<file path="config.mk">
export PLATFORM = sky130hd
export DESIGN_NAME = icache_mshr_file
export DESIGN_NICKNAME = d
export VERILOG_FILES = /design/src/rtl/icache_mshr_file.sv
export SDC_FILE = /design/constraint.sdc
export NUM_CORES = 2
export LEC_CHECK = 0
export ABC_AREA = 1
export BUFFER_PORTS_ARGS = -buffer_cell sky130_fd_sc_hd__buf_2
export CELL_PAD_IN_SITES_DETAIL_PLACEMENT = 1
export CELL_PAD_IN_SITES_GLOBAL_PLACEMENT = 1
export CORE_AREA = 3 3 429 431
export DETAILED_ROUTE_END_ITERATION = 7
export DIE_AREA = 0 0 432 434
export PLACE_DENSITY_LB_ADDON = 0.05
export SYNTH_ARGS = -nofsm -noshare
export SYNTH_HDL_FRONTEND = slang
export SYNTH_SLANG_ARGS = --single-unit
</file>
<file path="constraint.sdc">
create_clock -name clk -period 3.96 [get_ports clk]
set_input_delay 0.99 -clock clk [delete_from_list [all_inputs] [get_ports clk]]
set_output_delay 0.99 -clock clk [all_outputs]
set_load 0.02 [all_outputs]
</file>
<file path="src/rtl/icache_mshr_file.sv">
// Instruction-cache miss status holding registers: tracks outstanding line misses,
// merges secondary misses onto a pending primary, and replays fill data to every waiter.
module icache_mshr_file #(
    parameter int ENTRY_NUM   = 8,
    parameter int TAG_WIDTH   = 17,
    parameter int INDEX_WIDTH = 9,
    parameter int TXNID_WIDTH = 5,
    parameter int WAY_NUM     = 2,
    parameter int DATA_WIDTH  = 512,
    parameter int MERGE_EN    = 1,
    localparam int EIW = $clog2(ENTRY_NUM),
    localparam int WW  = (WAY_NUM > 1) ? $clog2(WAY_NUM) : 1,
    localparam int OW  = $clog2(ENTRY_NUM + 1)
) (
    input  logic                             clk,
    input  logic                             rst,
    input  logic                             alloc_vld,
    output logic                             alloc_rdy,
    input  logic [TAG_WIDTH-1:0]             alloc_tag,
    input  logic [INDEX_WIDTH-1:0]           alloc_index,
    input  logic [TXNID_WIDTH-1:0]           alloc_txnid,
    input  logic [WW-1:0]                    alloc_way,
    output logic                             dreq_vld,
    input  logic                             dreq_rdy,
    output logic [TAG_WIDTH+INDEX_WIDTH-1:0] dreq_addr,
    output logic [EIW-1:0]                   dreq_id,
    input  logic                             fill_vld,
    output logic                             fill_rdy,
    input  logic [EIW-1:0]                   fill_id,
    input  logic [DATA_WIDTH-1:0]            fill_data,
    output logic                             fill_err,
    output logic                             resp_vld,
    input  logic                             resp_rdy,
    output logic [TXNID_WIDTH-1:0]           resp_txnid,
    output logic [INDEX_WIDTH-1:0]           resp_index,
    output logic [WW-1:0]                    resp_way,
    output logic [DATA_WIDTH-1:0]            resp_data,
    output logic [OW-1:0]                    occupancy
);

    typedef enum logic [1:0] {ST_IDLE, ST_WAIT_REQ, ST_WAIT_FILL, ST_RESP} st_e;

    typedef struct packed {
        logic                   vld;
        logic [TAG_WIDTH-1:0]   tag;
        logic [INDEX_WIDTH-1:0] idx;
        logic [TXNID_WIDTH-1:0] txn;
        logic [WW-1:0]          way;
        logic                   pri;
        logic [EIW-1:0]         par;
        st_e                    st;
    } ent_t;

    ent_t                  r_ent [ENTRY_NUM];
    logic                  r_fb_vld;
    logic [DATA_WIDTH-1:0] r_fb_data;
    logic                  r_ferr;

    logic           w_any_idle, w_merge_hit, w_dreq_any, w_resp_any;
    logic [EIW-1:0] w_alloc_sel, w_merge_sel, w_dreq_sel, w_resp_sel;
    logic [OW-1:0]  w_resp_cnt, w_occ;
    logic           w_alloc_hs, w_dreq_hs, w_resp_hs, w_fill_hs, w_fill_ok, w_fill_acc;

    // Descending scan so the last hit written is the lowest index.
    always_comb begin
        w_any_idle  = 1'b0;
        w_alloc_sel = '0;
        w_merge_hit = 1'b0;
        w_merge_sel = '0;
        w_dreq_any  = 1'b0;
        w_dreq_sel  = '0;
        w_resp_any  = 1'b0;
        w_resp_sel  = '0;
        w_resp_cnt  = '0;
        w_occ       = '0;
        for (int i = ENTRY_NUM - 1; i >= 0; i--) begin
            if (r_ent[i].st == ST_IDLE) begin
                w_any_idle  = 1'b1;
                w_alloc_sel = EIW'(i);
            end
            if ((MERGE_EN != 0) && r_ent[i].vld && r_ent[i].pri &&
                (r_ent[i].st == ST_WAIT_REQ || r_ent[i].st == ST_WAIT_FILL) &&
                r_ent[i].tag == alloc_tag && r_ent[i].idx == alloc_index) begin
                w_merge_hit = 1'b1;
                w_merge_sel = EIW'(i);
            end
            if (r_ent[i].pri && r_ent[i].st == ST_WAIT_REQ) begin
                w_dreq_any = 1'b1;
                w_dreq_sel = EIW'(i);
            end
            if (r_ent[i].st == ST_RESP) begin
                w_resp_any = 1'b1;
                w_resp_sel = EIW'(i);
                w_resp_cnt = w_resp_cnt + OW'(1);
            end
            w_occ = w_occ + OW'(r_ent[i].vld);
        end
    end

    assign w_alloc_hs = alloc_vld && w_any_idle;
    assign w_dreq_hs  = w_dreq_any && dreq_rdy;
    assign w_resp_hs  = w_resp_any && resp_rdy;
    assign w_fill_hs  = fill_vld && !r_fb_vld;
    assign w_fill_ok  = r_ent[fill_id].vld && r_ent[fill_id].pri && r_ent[fill_id].st == ST_WAIT_FILL;
    assign w_fill_acc = w_fill_hs && w_fill_ok;

    always_ff @(posedge clk) begin
        if (rst) begin
            for (int i = 0; i < ENTRY_NUM; i++) r_ent[i] <= '0;
            r_fb_vld  <= 1'b0;
            r_fb_data <= '0;
            r_ferr    <= 1'b0;
        end else begin
            r_ferr <= w_fill_hs && !w_fill_ok;
            if (w_fill_acc) begin
                r_fb_vld  <= 1'b1;
                r_fb_data <= fill_data;
            end else if (w_resp_hs && w_resp_cnt == OW'(1)) begin
                r_fb_vld <= 1'b0;
            end
            for (int i = 0; i < ENTRY_NUM; i++) begin
                if (w_dreq_hs && w_dreq_sel == EIW'(i))
                    r_ent[i].st <= ST_WAIT_FILL;
                if (w_fill_acc && r_ent[i].st == ST_WAIT_FILL &&
                    (EIW'(i) == fill_id || (!r_ent[i].pri && r_ent[i].par == fill_id)))
                    r_ent[i].st <= ST_RESP;
                if (w_resp_hs && w_resp_sel == EIW'(i)) begin
                    r_ent[i].st  <= ST_IDLE;
                    r_ent[i].vld <= 1'b0;
                end
                if (w_alloc_hs && w_alloc_sel == EIW'(i)) begin
                    r_ent[i].vld <= 1'b1;
                    r_ent[i].tag <= alloc_tag;
                    r_ent[i].idx <= alloc_index;
                    r_ent[i].txn <= alloc_txnid;
                    r_ent[i].way <= alloc_way;
                    r_ent[i].pri <= !w_merge_hit;
                    r_ent[i].par <= w_merge_sel;
                    // A secondary joining a primary whose fill lands this cycle rides the same fill.
                    if (!w_merge_hit)
                        r_ent[i].st <= ST_WAIT_REQ;
                    else if (w_fill_acc && fill_id == w_merge_sel)
                        r_ent[i].st <= ST_RESP;
                    else
                        r_ent[i].st <= ST_WAIT_FILL;
                end
            end
        end
    end

    assign alloc_rdy  = w_any_idle;
    assign dreq_vld   = w_dreq_any;
    assign dreq_addr  = w_dreq_any ? {r_ent[w_dreq_sel].tag, r_ent[w_dreq_sel].idx} : '0;
    assign dreq_id    = w_dreq_sel;
    assign fill_rdy   = !r_fb_vld;
    assign fill_err   = r_ferr;
    assign resp_vld   = w_resp_any;
    assign resp_txnid = w_resp_any ? r_ent[w_resp_sel].txn : '0;
    assign resp_index = w_resp_any ? r_ent[w_resp_sel].idx : '0;
    assign resp_way   = w_resp_any ? r_ent[w_resp_sel].way : '0;
    assign resp_data  = w_resp_any ? r_fb_data : '0;
    assign occupancy  = w_occ;

endmodule

</file>
* Word-level counts from Yosys, hierarchy flattened
Memories as Yosys holds them, arrays and structs flattened. Cells that the tools add are included.
Operators by class: add/sub/neg operators 14, equal/unequal tests 79, bitwise operators 112, multiplexer cells 366, reductions and logical operators 138
Operators by type and width (count):
- $mux W512 | 1
- $mux W1 | 243
- $eq A17 B17 Y1 | 8
- $mux W17 | 8
- $mux W3 | 40
- $or A1 B1 Y1 | 112
- $logic_and A1 B1 Y1 | 98
- $mux W2 | 48
- $mux W9 | 9
- $eq A9 B9 Y1 | 8
- $mux W5 | 9
- $eq A3 B3 Y1 const B | 12
- $eq A2 B2 Y1 const B | 17
- $add A4 B1 Y4 const B | 7
- $mux W4 | 7
- $eq A3 B3 Y1 | 9
- $mux W26 | 1
- $eq A3 B2 Y1 const B | 6
- $add A4 B1 Y4 | 4
- $eq A2 B1 Y1 const B | 8
- $logic_not A2 Y1 | 8
- $logic_or A1 B1 Y1 | 16
- $eq A3 B3 Y1 const A | 4
- $logic_not A3 Y1 | 4
- other kinds (9) | 22
Storage, ports and cells: memories 1, register bits after elaboration 514, input bits 553, memory bits (writable) 312, output and inout bits 565
Memory list:
- r_ent | words 8, bits a word 39, rd ports 11, clocked after Yosys merged registers in 0, write ports 8, RTL line 54 | ent_t r_ent [ENTRY_NUM];

* Longest topological paths before layout
An unclocked memory read counts as a cell.
depth in word-level cells 23, depth in mapped cells 27, depth with buffers taken out 27

* Worst setup path after synthesis
OpenSTA, ideal clock, no wires.
path type register to output, start point memory r_ent[7][38] in the netlist's numbering, end point output port occupancy[2], slack 0.042 ns, arrival time 2.928 ns, required time 2.970 ns, cell stages (with the launch flop) 10, buffers on the path 0, path through edfxtp_1 -> fa_1 -> inv_1 -> fa_1 -> fa_1 -> inv_1 -> ha_1 -> inv_1 -> fa_1 -> xnor2_1
RTL lines:
- from (decl) | RTL line 54
- to (decl) | RTL line 38 | output logic [OW-1:0] occupancy

==> impl_metrics.csv <==
group,metric,value,unit
routing,drt_wl_total,265,mm
pwr,power_switching,8.85,mW
routing,firstDrtPassIters,6,
finish,nets,7237,
pwr,p_per_area,437,nW/um^2
finish,drive_gt1_share,33.6,%
synth,yosysSeqAreaShare,48.8,%
timing,slew_headroom,34.5,%
critical_path,crit_slowest_cell,"fa_1",
global_routing,gr-usage-all-layers,26.7,%
global_routing,grt_max_degree,128,
synth,synth_cells,5234,
pwr,intPower,18.3,mW
timing,rsz0062_at_grt,"true",
die,fp.coreArea,181000,um^2
die,die_width,432,um
finish,layout_commonest_cell,"buf_2",
timing,setup_viol,548,
synth,synth_xor_area_share,2.91,%
routing,via_per_inst,4.68,
clock_tree,cts_sinks,826,
timing,setup_slack,-679,ps
synth,synth_area,40300,um^2
timing,skew,39.3,ps
timing,fin_tns_setup,-109210,ps
pwr,p_leak,25.5,nW
synth,synth_fp_nets,5834,
routing,ant_nets,0,
synth,synth-adder-area-share,1.53,%
clock_tree,h-tree-depth,3,
pwr,combinationalPowerShare,26.7,%
die,dieArea,187000,um^2
critical_path,end_kind,"output port",
finish,layout_common_cells,"877 x buf_2, 838 x nor2_1, 759 x inv_1",
synth,synth_top_area_cell,"dfxtp_1",
placement,gp_congestion,0.917,
timing,timing.fmax,216,MHz
timing,worst_slew_pin_slew,983,ps
run_status,violations,"setup timing",
clock_tree,cts_tree,"yes",
clock_tree,cts_made_buffers,108,
routing,drt_iter0_drc,2784,
critical_path,crit_arrival,3650,ps
critical_path,cp-start-kind,"flip-flop",
placement,port_buffers,1117,
placement,placed_cells,8727,
synth,synthMuxAreaShare,0,%
critical_path,path_buf_inv,4,
placement,dpl.hpwl,197,mm
synth,synth_top_family_by_area,"compound AO/OA/AOI/OAI gates",
die,io_pins,1118,
clock_tree,cts_buffer_depth,3,
critical_path,crit_top_cell,"fa_1",
finish,instances_no_fill,9140,
global_routing,grt.overflow.total,0,
critical_path,cp.required,2970,ps
pwr,p_total,27.1,mW
routing,drc,0,
synth,ys_types,54,
timing,min_period,4640,ps
critical_path,path_cells,"fa_1 -> inv_1 -> fa_1 -> fa_1 -> inv_2 -> ha_4 -> inv_2 -> fa_2 -> xnor2_4 -> buf_6",
critical_path,max_stage_delay,550,ps
timing,fin_crit_sh,117,%
global_routing,grt_first_pass_wirelength,351,mm
synth,synth_seq_cells,826,
synth,synth_edf_count,312,
pwr,pwr-share-seq,35.1,%
clock_tree,cts_hold_buf,0,
synth,ys.flop_type,"dfxtp_1",
synth,synth_top_area_share,25.5,%
run_status,outcome,"finished, violations left",
run,cap_violations,0,
finish,area_growth,53.7,%
die,dieHeight,434,um
synth,ys_async_sr_fraction,0,%
routing,wl_per_cell,29.0,um
clock_tree,clk_latency,770,ps
critical_path,crit_family,"adder cells",
global_routing,antenna_found_initial,133,
pwr,peakVddDrop,0.334,mV
synth,synth_warnings,0,
hold_path,hp-class,"flip-flop to flip-flop",
timing,hold_viol,0,
synth,synth-simple-area-share,17.3,%
synth,synth-compound-area-share,17.9,%
critical_path,critPathKind,"flip-flop to output port",
synth,synth.avg_cell_area,7.70,um^2
synth,synth_area_leaders,"dfxtp_1 26%, edfxtp_1 23%, nor2_1 9.4%, inv_1 7.3%, a21oi_1 6.6%",
die,start_util,22.3,%
clock_tree,clk_pin_slew,60,ps
pwr,switching_share,32.7,%
pwr,clkPwrFrac,38.2,%
die,rows,156,
global_routing,grt_pass1_vias,42400,
clock_tree,root_buffer,"clkbuf_16",
critical_path,path_max_fanout,2,
timing,holdWs,452,ps
routing,num_vias,42800,
timing,maxSlewViolCount,0,
finish,post-route-util,34.3,%
==> final cells by class <==
type | instances | area (um^2)
fill | 21300 | 119000
sequential | 826 | 19700
multi-input combinational | 3265 | 19100
timing repair buffer | 1620 | 13300
clock buffer | 158 | 3200
inverter | 816 | 3140
tap | 2370 | 2970
clock inverter | 47 | 489
antenna | 38 | 95.1
==> worst reg2reg max path, delay by kind of cell, from the launching register on <==
family | cells | cell delay [ps]
AO/OA/AOI/OAI | 4 | 500
adder cells (fa/ha/maj) | 7 | 1710
buffers and inverters | 6 | 390
flip-flops | 1 | 420
AND/OR/NAND/NOR | 11 | 700
==> stage by stage <==
| step | instance area (um^2) | setup WS, ps |
|---|---|---|
| 2_1_floorplan | 40300 | 41.7 |
| 3_3_place_gp | 50400 | -397 |
| 3_5_place_dp | 50400 | -348 |
| 4_1_cts | 58200 | -821 |
| 5_1_grt | 61900 | -856 |
| 6_report | 62000 | -679 |
==> power groups by stage <==
| stage | sequential [mW] | clock, mW | combinational, mW |
|---|---|---|---|
| final | 9.52 | 10.3 | 7.24 |
| after floorplan | 9.53 | 0 | 2.24 |
| after global placement | 9.62 | 0 | 4.72 |
| after CTS | 9.48 | 10.7 | 6.41 |
| after global routing | 9.56 | 11.0 | 7.60 |
| after detailed placement | 9.63 | 0 | 4.74 |
==> path summary, 6_finish.rpt <==
| check | from | endpoint | slack, ps | cells past startpoint |
|---|---|---|---|---|
| worst max-delay path | r_ent[7][38]$_SDFFCE_PP0P_ | occupancy[2] | -680 | 10 |
| worst min-delay path | r_fb_data[78]$_SDFFE_PP0P_ | r_fb_data[78]$_SDFFE_PP0P_ | 450 | 2 |
| worst max register to register | r_ent[7][1]$_SDFFCE_PP0P_ | r_fb_vld$_SDFFE_PP0P_ | 180 | 28 |
| worst min register to register | r_fb_data[78]$_SDFFE_PP0P_ | r_fb_data[78]$_SDFFE_PP0P_ | 450 | 2 |
==> Yosys cell counts (79+ instances only) <==
library cell / n
nand2_1: 578
a21oi_1: 534
o21ai_1: 110
o22ai_1: 96
o21ai_0: 451
clkbuf_1: 222
nor2_1: 1014
xnor2_1: 113
edfxtp_1: 312
o221ai_1: 79
dfxtp_1: 514
inv_1: 779
==> layer usage <==
layer / global-route usage [%] / wire [um] / up-vias
met5: 0 / 582 / -
met4: 6.97 / 9010 / 88
met3: 6.34 / 16200 / 463
met2: 46.1 / 129000 / 1239
met1: 33.3 / 111000 / 21200
li1: - / - / 19800
==> registers in the layout (all words and copies together), names as in the netlist <==
signal / cells
r_fb_data: 512
fill_err: 1
r_ent: 312
r_fb_vld: 1
==> cell families (layout without fill, tap and decap cells) <==
family,after synthesis,after routing
fa+ha+maj,47,47
other cells,0,38
compound gates,1324,1324
flops,826,826
xor+xnor,134,134
simple gates,1760,1760
buf+inv,1143,2641
==> what timing repair did <==
| item | in CTS | in global routing |
|---|---|---|
| resized for setup | 524 | 799 |
| pin swaps | 59 | 64 |
| setup endpoints to repair | 556 | 559 |
| hold endpoints to repair | 0 | 0 |
| cloned | 40 | 27 |
| buffers inserted | 87 | 40 |
(Power assumes the default switching activity.)
